[src/rtl/lcd_pkg.sv]
// Shared definitions for the LCD image controller and its command issuer.
package lcd_pkg;

    typedef logic [2:0] cmd_t;

    // Command codes, shared with the controller
    localparam cmd_t WRTBK = 3'd0;
    localparam cmd_t OP_UP = 3'd1;
    localparam cmd_t OP_DN = 3'd2;
    localparam cmd_t OP_LF = 3'd3;
    localparam cmd_t OP_RT = 3'd4;
    localparam cmd_t AVRGE = 3'd5;
    localparam cmd_t MRR_X = 3'd6;
    localparam cmd_t MRR_Y = 3'd7;

    // Issuer sequencing states
    typedef enum logic [2:0] {
        WAIT_INIT,
        IDLE,
        ISSUE,
        GUARD,
        WBACK,
        FIN
    } issuer_state_e;

endpackage

[src/rtl/lcd_cmd_fifo.sv]
// Small synchronous FIFO holding host commands until the issuer pops them.
// Pointers wrap naturally because DEPTH is a power of two; occupancy is kept
// in a separate counter one bit wider so full and empty are unambiguous.
module lcd_cmd_fifo #(
    parameter int DEPTH = 8,
    parameter int DW    = 3
) (
    input  logic                     clk,
    input  logic                     reset,
    input  logic                     push,
    input  logic                     pop,
    input  logic [DW-1:0]            din,
    output logic [DW-1:0]            dout,
    output logic                     full,
    output logic                     empty,
    output logic [$clog2(DEPTH):0]   count
);

    localparam int PW = $clog2(DEPTH);
    localparam int CW = PW + 1;

    logic [DW-1:0] mem_q [DEPTH];
    logic [PW-1:0] wr_ptr_q, wr_ptr_d;
    logic [PW-1:0] rd_ptr_q, rd_ptr_d;
    logic [CW-1:0] cnt_q, cnt_d;
    logic          do_push, do_pop;

    assign full    = (cnt_q == CW'(DEPTH));
    assign empty   = (cnt_q == '0);
    assign count   = cnt_q;
    assign dout    = mem_q[rd_ptr_q];
    // Guard against overflow/underflow even if the caller misbehaves
    assign do_push = push && !full;
    assign do_pop  = pop && !empty;

    // Next pointer and occupancy values
    always_comb begin
        wr_ptr_d = wr_ptr_q + PW'(do_push);
        rd_ptr_d = rd_ptr_q + PW'(do_pop);
        cnt_d    = cnt_q + CW'(do_push) - CW'(do_pop);
    end

    // Pointer and occupancy registers
    always_ff @(posedge clk) begin
        if (reset) begin
            wr_ptr_q <= '0;
            rd_ptr_q <= '0;
            cnt_q    <= '0;
        end else begin
            wr_ptr_q <= wr_ptr_d;
            rd_ptr_q <= rd_ptr_d;
            cnt_q    <= cnt_d;
        end
    end

    // Storage array; contents need no reset since occupancy gates reads
    always_ff @(posedge clk) begin
        if (do_push) mem_q[wr_ptr_q] <= din;
    end

endmodule

[src/rtl/lcd_cmd_issuer.sv]
// Issues buffered host commands to the LCD controller one at a time,
// respecting its busy flag, and locks after a write-back completes.
module lcd_cmd_issuer
    import lcd_pkg::*;
#(
    parameter int DEPTH = 8,
    parameter int CNT_W = 8
) (
    input  logic                    clk,
    input  logic                    reset,
    input  logic [2:0]              host_cmd,
    input  logic                    host_valid,
    output logic                    host_ready,
    input  logic                    busy,
    input  logic                    done,
    output logic [2:0]              cmd,
    output logic                    cmd_valid,
    output logic [$clog2(DEPTH):0]  fifo_cnt,
    output logic [CNT_W-1:0]        issued_cnt,
    output logic                    seq_done
);

    issuer_state_e    state_q, state_d;
    cmd_t             cmd_q, cmd_d;
    logic             cmd_valid_q, cmd_valid_d;
    logic [CNT_W-1:0] issued_q, issued_d;
    logic             seq_done_q, seq_done_d;

    logic             fifo_full, fifo_empty, fifo_push, fifo_pop;
    cmd_t             fifo_dout;

    // Once a write-back is outstanding or finished, the host is shut out
    assign host_ready = !fifo_full && (state_q != WBACK) && (state_q != FIN);
    assign fifo_push  = host_valid && host_ready;

    lcd_cmd_fifo #(
        .DEPTH (DEPTH),
        .DW    (3)
    ) u_fifo (
        .clk   (clk),
        .reset (reset),
        .push  (fifo_push),
        .pop   (fifo_pop),
        .din   (host_cmd),
        .dout  (fifo_dout),
        .full  (fifo_full),
        .empty (fifo_empty),
        .count (fifo_cnt)
    );

    // Sequencer: next state, pop decision and next output register values
    always_comb begin
        state_d     = state_q;
        cmd_d       = cmd_q;
        cmd_valid_d = 1'b0;
        issued_d    = issued_q;
        seq_done_d  = seq_done_q;
        fifo_pop    = 1'b0;
        case (state_q)
            WAIT_INIT: if (!busy) state_d = IDLE;
            IDLE: begin
                if (!fifo_empty && !busy) begin
                    fifo_pop    = 1'b1;
                    cmd_d       = fifo_dout;
                    cmd_valid_d = 1'b1;
                    issued_d    = issued_q + CNT_W'(1);
                    state_d     = ISSUE;
                end
            end
            ISSUE:  state_d = (cmd_q == WRTBK) ? WBACK : GUARD;
            // One dead cycle lets the controller raise busy before we look again
            GUARD:  state_d = IDLE;
            WBACK: begin
                if (done) begin
                    state_d    = FIN;
                    seq_done_d = 1'b1;
                end
            end
            FIN:     seq_done_d = 1'b1;
            default: state_d = WAIT_INIT;
        endcase
    end

    // State and registered outputs
    always_ff @(posedge clk) begin
        if (reset) begin
            state_q     <= WAIT_INIT;
            cmd_q       <= WRTBK;
            cmd_valid_q <= 1'b0;
            issued_q    <= '0;
            seq_done_q  <= 1'b0;
        end else begin
            state_q     <= state_d;
            cmd_q       <= cmd_d;
            cmd_valid_q <= cmd_valid_d;
            issued_q    <= issued_d;
            seq_done_q  <= seq_done_d;
        end
    end

    assign cmd        = cmd_q;
    assign cmd_valid  = cmd_valid_q;
    assign issued_cnt = issued_q;
    assign seq_done   = seq_done_q;

endmodule

[config.mk]
export PLATFORM = sky130hd
export DESIGN_NAME = lcd_cmd_issuer
export DESIGN_NICKNAME = d
export VERILOG_FILES = /design/src/rtl/lcd_pkg.sv /design/src/rtl/lcd_cmd_fifo.sv /design/src/rtl/lcd_cmd_issuer.sv
export SDC_FILE = /design/constraint.sdc
export NUM_CORES = 1
export LEC_CHECK = 0
export BUFFER_PORTS_ARGS = -buffer_cell sky130_fd_sc_hd__clkbuf_2
export CAP_MARGIN = 20
export CORE_ASPECT_RATIO = 0.8
export CORE_UTILIZATION = 30
export DETAILED_ROUTE_END_ITERATION = 8
export PLACE_DENSITY = 0.5
export SLEW_MARGIN = 20
export SYNTH_ARGS = -nofsm -noshare
export SYNTH_HDL_FRONTEND = slang
export SYNTH_SLANG_ARGS = --single-unit
[constraint.sdc]
create_clock -name clk -period 3.4 [get_ports clk]
set_input_delay 0.85 -clock clk [delete_from_list [all_inputs] [get_ports clk]]
set_output_delay 0.85 -clock clk [all_outputs]
set_load 0.05 [all_outputs]
* After elaboration in Yosys (flattened, before gate mapping)
Memory sizes are Yosys's and may differ from the RTL's. A register that Yosys moved wholly into a read port is not among the register bits. Index checks and enable logic that the tools add are counted.
Storage, ports and cells: register bits after elaboration 23, RAM bits 24, output and inout port bits 18, word-level logic and storage cells 52, memories kept 1
Cells by class: add/sub/neg operators 5, eq/ne operators 11, muxes and demuxes 11, bitwise logic cells 1, reduce and logical (&&, ||, !) cells 16
Memory list:
- u_fifo.mem_q | words 8, width 3, rd ports 1, clocked after memory_dff 1, wr ports 1, RTL line lcd_cmd_fifo.sv:22 | logic [DW-1:0] mem_q [DEPTH];
Operator list (count):
- one-hot mux 3 bit (6 select lines) | 1
- 2-to-1 mux 3 bit | 4
- adder 8 x 1 -> 8 bit, second input constant | 1
- adder 3 x 1 -> 3 bit | 2
- == test 3 x 2 -> 1 bit, second input constant | 2
- == test 3 bit, second input constant | 2
- logical AND 1 bit | 6
- zero test 3 bit | 2
- inequality test 2 bit, second input constant | 3
- inequality test 3 bit, second input constant | 2
- 2-to-1 mux 1 bit | 5
- adder 4 x 1 -> 4 bit | 1
- == test 4 bit, second input constant | 1
- zero test 4 bit | 1
- AND reduction 2 bit | 2
- AND reduction 4 bit | 1
- subtractor 4 x 1 -> 4 bit | 1
- == test 3 x 1 -> 1 bit, second input constant | 1
- zero test 1 bit | 3
- one-hot mux 1 bit (2 select lines) | 1
- nonzero test 2 bit | 1
- NOT 1 bit | 1

* Logic depth before layout (Yosys ltp)
depth in word-level cells 8, mapped depth 12

* Modules after synthesis
A second synthesis with hierarchy kept.
Second synthesis, totals: cell total of the unflattened synthesis 185, area, all modules 2234.6 um2
By module, submodules not included:
- lcd_cmd_fifo | times used 1, cells an instance 99, area an instance 1498.9 um2
- lcd_cmd_issuer | times used 1, cells an instance 86, area an instance 735.7 um2

* Worst setup path after synthesis
OpenSTA, ideal clock, no wires.
path kind input -> register, from input port busy, to register u_fifo.cnt_q[2] (netlist: u_fifo.count[2]), library setup time 0.131 ns, arrival 2.801 ns, required time 3.269 ns, path slack 0.468 ns, cell stages on the path 11, path buffers 1, path through or4b_1 buf_2 or2_4 clkinv_4 ha_1 inv_1 ha_1 inv_1 fa_1 xor2_1 nor2_1
On the way: word-level cells in the longest chain between the ends 6
RTL lines:
- start: declaration | RTL line lcd_cmd_issuer.sv:14 | input logic busy,
- zero test 1 bit | RTL line lcd_cmd_issuer.sv:62 | if (!fifo_empty && !busy) begin
- logical AND 1 bit | RTL line lcd_cmd_issuer.sv:62
- 2-to-1 mux 1 bit | RTL line lcd_cmd_issuer.sv:62
- 2-to-1 mux 1 bit
- logical AND 1 bit | RTL line lcd_cmd_fifo.sv:34 | assign do_pop = pop && !empty;
- subtractor 4 x 1 -> 4 bit | RTL line lcd_cmd_fifo.sv:40 | cnt_d = cnt_q + CW'(do_push) - CW'(do_pop);
- end signal: assignment | RTL line lcd_cmd_fifo.sv:52 | cnt_q <= cnt_d;
- end: declaration | RTL line lcd_cmd_fifo.sv:25 | logic [CW-1:0] cnt_q, cnt_d;
No other way between the ends. A chain may end at the register's enable or synchronous reset.

* Final worst setup path
from register u_fifo.cnt_q[2] (netlist: u_fifo.count[2]), to register u_fifo.cnt_q[2] (netlist: u_fifo.count[2])
On the way: word-level cells in the longest chain between the ends 8, elaborated cells between the ends (all ways) 14, classes of those cells add/sub (2); eq/ne (1); mux (2); reduce/logical (9)
RTL lines:
- == test 4 bit | RTL line lcd_cmd_fifo.sv:28 | assign full = (cnt_q == CW'(DEPTH));
- zero test 1 bit | RTL line lcd_cmd_fifo.sv:33, lcd_cmd_issuer.sv:33
- logical AND 1 bit (2 in series) | RTL line lcd_cmd_issuer.sv:33 | assign host_ready = !fifo_full && (state_q != WBACK) && (state_q != FIN);
- logical AND 1 bit | RTL line lcd_cmd_issuer.sv:34 | assign fifo_push = host_valid && host_ready;
- logical AND 1 bit | RTL line lcd_cmd_fifo.sv:33 | assign do_push = push && !full;
- adder 4 x 1 -> 4 bit | RTL line lcd_cmd_fifo.sv:40
- subtractor 4 x 1 -> 4 bit (*) | RTL line lcd_cmd_fifo.sv:40
Mark *: on every way between the ends. The rest lies on a longest branch, timed or not.

==> summary.md <==
| Metric | Value |
|---|---|
| Period minus WS final | 2790 ps |
| Final #Nets | 223 |
| Setup violators final | 0 |
| WP depth | 12 |
| Number of CTS-inserted buffers | 5 |
| Syn Std Cell Area | 2180 um^2 |
| Worst Max-Slew Pin Slew | 685 ps |
| Clk pwr share | 22.7% |
| Worst-Skew Late Latency | 310 ps |
| Yosys top cell area share | 33.1% |
| Fin crit share | 82.1% |
| PwrDens | 663 nW/um^2 |
| # DRC | 0 |
| Via count | 1327 |
| Yosys Warn Count | 0 |
| Status | finished, final reports clean |
| Drt initial violations | 46 |
| Die W | 97.3 um |
| Area after DPL | 2390 um^2 |
| Critical-path top delay cell | nor3b_2 |
| Combinational Power Share | 31.8% |
| Top Family by Delay on Critical Path | adder cells |
| Worst Hold Class | register to register |
| Placed Cells | 283 |
| GPL Wtd Cong | 0.719 |
| Sw Share | 37.7% |
| Final core utilization | 35.8% |
| CP Data Arrival Time | 2980 ps |
| Sequential fraction of the synthesis area | 57.0% |
| Req. time, crit path | 3590 ps |
| Share of cells above drive strength 1 | 24.5% |
| Internal power | 1.03 mW |
| Fill cells | 713 |
| Most frequent cells in the layout | nor2_1, dfxtp_1, clkbuf_2 |
| Total negative setup slack | 0 ps |
| Die H | 78.2 um |
| Async SR Flop Fraction | 0% |
| R2R depth | 12 |
| First-pass GRT wire length | 6.44 mm |
| Worst Setup End Kind | register |
| Final Instance Area | 2490 um^2 |
| IO Port Bufs | 25 |
| LEAKAGE | 0.897 nW |
| Syn_nets | 196 |
| CTS H-tree depth | 2 |
| Clk_skew | 14.4 ps |
| Clock root buffer | clkbuf_8 |
| Worst vdd rail ir drop | 387 uV |
| Gr usage total | 10.9% |
| FP Rows | 27 |
| Total Wirelength | 3.79 mm |
| Hold WS | 475 ps |
| Crit path largest cell delay | 580 ps |
| Clock Sinks | 50 |
| Startpoint types | register |
| WL per Instance | 13.0 um |
| Hold-fix buffers, CTS | 0 |
| Distinct cells, synth | 32 |
| Final Slew Violations | 0 |
| Antenna diode count | 0 |
| Post-Syn Instances | 176 |
| Fmax | 358 MHz |
| Sw Pwr | 623 uW |
| CTS tree | done |
| Hold EP | seq_done$_SDFFE_PP0P_ |
| Initial Util | 31.3% |
| EDFF count, synth | 24 |
| Total setup buffers inserted after CTS | 0 |
| Flop pwr share | 45.5% |
| Final-report hold violation count | 0 |
| HPWL Detailed | 2.77 mm |
| Worst Path Buf+Inv | 4 |
| CTS-repair resized insts | 0 |
| Multi-input gate area in the final layout | 866 um^2 |
| Vias in the first global route | 1254 |
| Reg2reg setup slack | 610 ps |
| Setup slack after placement | 395 ps |
| Setup ws final | 609 ps |
| Worst Hold Depth | 2 |
| R2r startpoint | u_fifo.count[2]$_SDFF_PP0_ |
| DRT antenna net count | 0 |
| Power, Total | 1.65 mW |
| Clock Path Buffers | 2 |
| Avg Cell Area, Syn | 12.4 um^2 |
| Layout area overhead | 14.4% |
| Reg-to-Reg End | u_fifo.count[2]$_SDFF_PP0_ |
| #FFs+latches synth | 50 |
| WS Path Type | register to register |
| Max Cap Viol | 0 |
| Clock transition at path regs | 110 ps |
| Die area | 7610 um^2 |
| CP Cell Sequence | inv_1 > ha_1 > nor3b_2 > or2_4 > clkinv_4 > ha_1 > inv_1 > ha_1 > inv_1 > fa_1 > xor2_1 > nor2_1 |
| Worst Path Max Fanout | 10 |
| Largest net degree at the start of global routing | 27 |
| Vias/cell | 4.56 |
| Synth area leaders | edfxtp_1, dfxtp_1, ha_1 |
| Reg area | 1240 um^2 |
| Number of I/O pins | 26 |
| Drt first pass iters | 4 |
| Leading area contributor after synthesis | edfxtp_1 |
| Grt total ovfl | 0 |
| RSZ-0062 raised after global routing | false |
| Core area | 6960 um^2 |
| Top FF cell, synth | dfxtp_1 |
| Initial antenna violation count | 0 |
| Final std cells w/o fill | 291 |
| Min-delay src | seq_done$_SDFFE_PP0P_ |
| Normalized max-slew margin | 54.2% |
-- worst min-delay path, stage by stage, from the launching register on --
cell	delay (ps)
dfxtp_1	340
inv_1	50
a21oi_1	50
-- kinds of logic after synthesis --
group / after synthesis / synth area share (%)
AOI/OAI and AO/OA: 15 / 5.05
xor gates and xnor gates: 11 / 4.42
adders and majority gates: 12 / 7.24
buffers and inverters: 17 / 3.27
DFF: 50 / 57.0
muxes: 9 / 7.58
and+or+nand+nor: 62 / 15.5
-- area by class of cell --
type	count	area share (%)
well taps	87	4.37
multi-input cells	109	34.7
clock inverters	3	1.15
repair buffers	26	5.32
inverters	11	1.86
flip-flops and latches	50	49.8
clock buffers	5	2.76
-- Yosys cell counts, types with 2 or more instances --
library cell and count:
a211oi_1 2, nand3_1 3, nand2b_1 3, dfxtp_1 26, edfxtp_1 24, nor3_1 3
nor2_1 26, nor4_1 3, inv_1 10, a21oi_1 7, nand2_1 8, xnor2_1 10
a211oi_2 3, mux2i_1 3, nor2b_1 7, ha_1 11, nor4_2 3, buf_2 2
clkbuf_1 4, mux4_2 6
-- registers in the layout, indices dropped and copies added, names as in the netlist --
register,cells
seq_done,1
u_fifo.mem_q,24
u_fifo.rd_ptr_q,3
u_fifo.wr_ptr_q,3
issued_cnt,8
cmd,3
cmd_valid,1
u_fifo.count,4
state_q,3
-- routing by layer --
| metal | up-vias | global-route usage [%] | routed length [um] |
|---|---|---|---|
| met4 | 0 | 4.41 | 51 |
| met1 | 631 | 16.3 | 2120 |
| met5 | - | 0 | 0 |
| met3 | 5 | 2.58 | 98 |
| met2 | 15 | 15.1 | 1520 |
| li1 | 676 | - | - |
-- worst max-delay path by stage --
stage / end / from / slack [ps]
2_1_floorplan: u_fifo.count[2]$_SDFF_PP0_ / busy / 470
3_3_place_gp: u_fifo.count[2]$_SDFF_PP0_ / busy / 420
3_5_place_dp: u_fifo.count[2]$_SDFF_PP0_ / busy / 400
4_1_cts: u_fifo.count[2]$_SDFF_PP0_ / u_fifo.count[2]$_SDFF_PP0_ / 600
5_1_grt: u_fifo.count[2]$_SDFF_PP0_ / u_fifo.count[2]$_SDFF_PP0_ / 340
6_report: u_fifo.count[2]$_SDFF_PP0_ / u_fifo.count[2]$_SDFF_PP0_ / 610
-- power by group through the flow --
stage | combinational [mW] | clock (mW) | sequential [mW]
after floorplan | 0.317 | 0 | 0.863
after global placement | 0.528 | 0 | 0.769
after detailed placement | 0.529 | 0 | 0.768
after CTS | 0.533 | 0.387 | 0.754
after global routing | 0.586 | 0.407 | 0.766
final | 0.526 | 0.375 | 0.752
No activity file was read; power rests on OpenSTA's default activity.
